### src/rtl/mem_pkg.sv
// Shared types and helpers for the load/store stage (mem_access_unit).
// Optional feature macro used by this slice: MEM_MISALIGN_TRAP_EN.
package mem_pkg;

  typedef enum logic [1:0] {
    IDLE = 2'd0,
    REQ  = 2'd1,
    RESP = 2'd2
  } mau_state_t;

  localparam logic [3:0] BE_BYTE = 4'b0001;
  localparam logic [3:0] BE_HALF = 4'b0011;
  localparam logic [3:0] BE_WORD = 4'b1111;

  // Wide enough for any address width in use; callers cast back to ADDR_W.
  function automatic logic [63:0] word_align(input logic [63:0] addr);
    return {addr[63:2], 2'b00};
  endfunction

endpackage

### src/rtl/byte_lane_align.sv
// Shifts the ALU's unshifted byte mask into bus lanes and flags accesses that straddle a word.
// The misaligned flag is consumed only when MEM_MISALIGN_TRAP_EN is defined in the top.
module byte_lane_align
  import mem_pkg::*;
(
  input  logic [3:0] mask,
  input  logic [1:0] offset,
  input  logic       is_write,
  output logic [3:0] mem_be,
  output logic       misaligned
);

  logic [7:0] shifted;

  assign shifted = {4'b0000, mask} << offset;

  // Loads always fetch the whole word; lane extraction happens back in the ALU.
  assign mem_be     = is_write ? shifted[3:0] : BE_WORD;
  assign misaligned = |shifted[7:4];

endmodule

### src/rtl/mem_access_unit.sv
// Load/store stage: one request/acknowledge bus transaction per accepted ALU operation.
// Define MEM_MISALIGN_TRAP_EN to turn word-straddling accesses into immediate error responses.
module mem_access_unit
  import mem_pkg::*;
#(
  parameter int ADDR_W  = 32,
  parameter int TIMEOUT = 15
) (
  input  logic              clk,
  input  logic              reset,
  input  logic              req_valid,
  output logic              req_ready,
  input  logic              req_write,
  input  logic [ADDR_W-1:0] req_addr,
  input  logic [31:0]       req_wdata,
  input  logic [3:0]        req_byte,
  output logic              rsp_valid,
  output logic [31:0]       rsp_rdata,
  output logic              rsp_err,
  output logic              mem_req,
  output logic              mem_we,
  output logic [ADDR_W-1:0] mem_addr,
  output logic [31:0]       mem_wdata,
  output logic [3:0]        mem_be,
  input  logic              mem_ack,
  input  logic [31:0]       mem_rdata,
  output logic              stall,
  output mau_state_t        dbg_state
);

  localparam int CNT_W = (TIMEOUT > 0) ? $clog2(TIMEOUT + 1) : 1;
  localparam logic [CNT_W-1:0] CNT_LAST = CNT_W'((TIMEOUT > 0) ? TIMEOUT - 1 : 0);

`ifdef MEM_MISALIGN_TRAP_EN
  localparam bit TRAP_EN = 1'b1;
`else
  localparam bit TRAP_EN = 1'b0;
`endif

  mau_state_t       state;
  logic [CNT_W-1:0] cnt;
  logic [3:0]       lane_be;
  logic             misaligned;
  logic             trap;
  logic             timeout;

  byte_lane_align u_align (
    .mask       (req_byte),
    .offset     (req_addr[1:0]),
    .is_write   (req_write),
    .mem_be     (lane_be),
    .misaligned (misaligned)
  );

  assign trap = TRAP_EN & misaligned;

  // Fires on the last allowed REQ cycle; an ack in that same cycle takes priority.
  assign timeout = (TIMEOUT != 0) && (cnt == CNT_LAST) && !mem_ack;

  always_ff @(posedge clk or posedge reset) begin
    if (reset) begin
      state     <= IDLE;
      cnt       <= '0;
      mem_we    <= 1'b0;
      mem_addr  <= '0;
      mem_wdata <= '0;
      mem_be    <= '0;
      rsp_rdata <= '0;
      rsp_err   <= 1'b0;
    end else begin
      case (state)
        IDLE: begin
          if (req_valid) begin
            mem_we    <= req_write;
            mem_addr  <= ADDR_W'(word_align(64'(req_addr)));
            mem_wdata <= req_wdata;
            mem_be    <= lane_be;
            cnt       <= '0;
            rsp_err   <= trap;
            if (trap) begin
              rsp_rdata <= '0;
              state     <= RESP;
            end else begin
              state <= REQ;
            end
          end
        end
        REQ: begin
          if (mem_ack) begin
            rsp_rdata <= mem_we ? 32'd0 : mem_rdata;
            state     <= RESP;
          end else if (timeout) begin
            rsp_err   <= 1'b1;
            rsp_rdata <= '0;
            state     <= RESP;
          end else begin
            cnt <= cnt + CNT_W'(1);
          end
        end
        RESP: state <= IDLE;
        default: state <= IDLE;
      endcase
    end
  end

  // Gated by reset so every output reads 0 while reset is held, even in IDLE.
  assign req_ready = (state == IDLE) & ~reset;
  assign stall     = ~reset & ((state == REQ) | ((state == IDLE) & req_valid));
  assign mem_req   = (state == REQ);
  assign rsp_valid = (state == RESP);
  assign dbg_state = state;

endmodule

### config.mk
export PLATFORM = sky130hd
export DESIGN_NAME = mem_access_unit
export DESIGN_NICKNAME = d
export VERILOG_FILES = /design/src/rtl/mem_pkg.sv /design/src/rtl/byte_lane_align.sv /design/src/rtl/mem_access_unit.sv
export SDC_FILE = /design/constraint.sdc
export NUM_CORES = 1
export LEC_CHECK = 0
export ABC_CLOCK_PERIOD_IN_PS = 7700
export CAP_MARGIN = 20
export CORE_MARGIN = 2
export CORE_UTILIZATION = 43
export DETAILED_ROUTE_END_ITERATION = 12
export PLACE_DENSITY = 0.91
export SLEW_MARGIN = 30
export SYNTH_ARGS = -nofsm -noshare
export SYNTH_HDL_FRONTEND = slang
export SYNTH_HIERARCHICAL = 1
export SYNTH_SLANG_ARGS = --single-unit
### constraint.sdc
create_clock -name clk -period 7.7 [get_ports clk]
set_input_delay 0.77 -clock clk [delete_from_list [all_inputs] [get_ports clk]]
set_output_delay 0.77 -clock clk [all_outputs]
set_load 0.1 [all_outputs]
==> results_dict.tcl <==
set metrics [dict create \
    post_drt_wl_per_cell_um 14.6 \
    rr_endpoint "rsp_rdata[11]" \
    dieArea_um2 10300 \
    reg2reg_slack_ps 5710 \
    tns_ps 0 \
    core_um2 9240 \
    die_y_um 102 \
    cts_tree "built" \
    max_cap_viol_count 0 \
    cp-start-kind "input port" \
    tightest_slew_ps 1010 \
    drv_slew 0 \
    path_max_fanout 3 \
    fmax_mhz 295 \
    status "finished clean" \
    setup_viol 0 \
    rsz0062_at_grt "no" \
    hp-class "reg -> reg" \
    drc_errors 0 \
    drt-total-wl_mm 10.9 \
    diodes 0 \
    grt_usage_pct 21.2 \
    worstHoldEndpoint "mem_wdata[18]" \
    fin_worst_skew_ps 11.0 \
    root_buffer "clkbuf_8" \
    mappedNetlistArea_um2 4100 \
    synthCells 407 \
    num_rows 35 \
    dr.pass1.iters 4 \
    placed_cells 726 \
    post-cts-setup-buffers 0 \
    cts_buffers 9 \
    synth_area_per_cell_um2 10.1 \
    vias 3551 \
    yosysWarnings 6 \
    worstHoldStart "mem_wdata[18]" \
    htreeDepth 3 \
    ctsHoldBuffers 0 \
    clock_path_buffers 2 \
    critPathKind "in -> out" \
    max_slew_margin_pct 32.1 \
    worstReg2RegStart "cnt[0]" \
    worstPathArrival_ps 2620 \
    clk_latency_ps 350 \
    port-buffer-count 210 \
    syn_to_final_growth_pct 58.3 \
    grt_start_max_net_pins 71 \
    cp-end-kind "output pin" \
    fill_cells 709 \
    period_needed_ps 3390 \
    io_pins 213 \
    reg2reg_depth 5 \
    multi_input_area_um2 1340 \
    gp_congestion 0.785 \
    fp.dieW_um 102 \
    cts_resized 0 \
    ant_nets 0 \
    required_ps 6930 \
    holdPathStages 2 \
    finalNonFillerCells 742 \
    grt_pass1_wl_mm 17.4 \
    cts.sinks 106 \
    grt_pass1_vias 3700 \
    grt-ovfl-total 0 \
    hold_violations 0 \
    initial_utilization_pct 44.3 \
    nets 715 \
    antenna_found_initial 0 \
    dr.first_iter.drc_count 122 \
    place_hpwl_mm 7.88 \
    min_period_over_period_pct 44.1 \
    vias_per_cell 4.79 \
    layout-drive-gt1-share_pct 4.08 \
    clk_pin_slew_ps 90 \
    ff_latch_area_um2 2650 \
]
[layer usage]
layer | vias up | global-route usage (%) | wire length, um | part of all wire (%)
li1 | 1709 | - | - | -
met3 | 21 | 5.45 | 737 | 6.8
met5 | - | 0 | 0 | 0
met1 | 1696 | 25.0 | 4250 | 39
met4 | 0 | 8.21 | 223 | 2.1
met2 | 125 | 37.1 | 5650 | 52
[cell usage in the layout, fill, tap and decap left out, types with 3 or more instances in the layout]
master,n
clkdlybuf4s50_1,210
clkbuf_8,11
o21ai_1,4
nand2_1,203
dfrtp_1,106
o211ai_1,3
buf_4,3
inv_1,3
nand3_1,4
a22o_1,32
[state kept, by name, indices dropped and copies added (netlist names)]
register   flops
rsp_rdata     32
rsp_err        1
dbg_state      2
mem_we         1
mem_be         4
mem_addr      30
mem_wdata     32
cnt            4
[through the flow]
step | cell area, um^2 | setup slack [ps] | utilization (%) | hold WS (ps)
floorplan | 4100 | 3760 | - | 551
detailed placement | 6290 | 4310 | 68.1 | 462
finish | 6480 | 4310 | 70.2 | 477
global placement | 6290 | 4320 | 68.0 | 458
CTS | 6480 | 4300 | 70.2 | 485
global route | 6480 | 4230 | 70.2 | 503
[cell type report]
class	instances	area share [%]
clock buffers	12	2.39
multi-input cells	273	20.6
well taps	129	2.49
clock inverters	4	0.521
repair buffers	213	32.8
inverters	5	0.328
flip-flops and latches	106	40.9
[how the worst max path moves through the flow]
| stage | start | endpoint | slack (ps) |
|---|---|---|---|
| finish | req_valid | stall | 4310 |
| global route | reset | stall | 4230 |
| CTS | reset | stall | 4300 |
| detailed placement | reset | stall | 4310 |
| global placement | req_valid | stall | 4320 |
| floorplan | dbg_state[0] | stall | 3760 |
[worst max-delay path, cell delays in order]
cell and delay [ps]:
clkdlybuf4s50_1 500, nor2_1 50, nor3_1 140, clkdlybuf4s50_1 1160
Power is not shown: default switching activity piles up to over one toggle a cycle in this logic, so the estimate is an artifact.
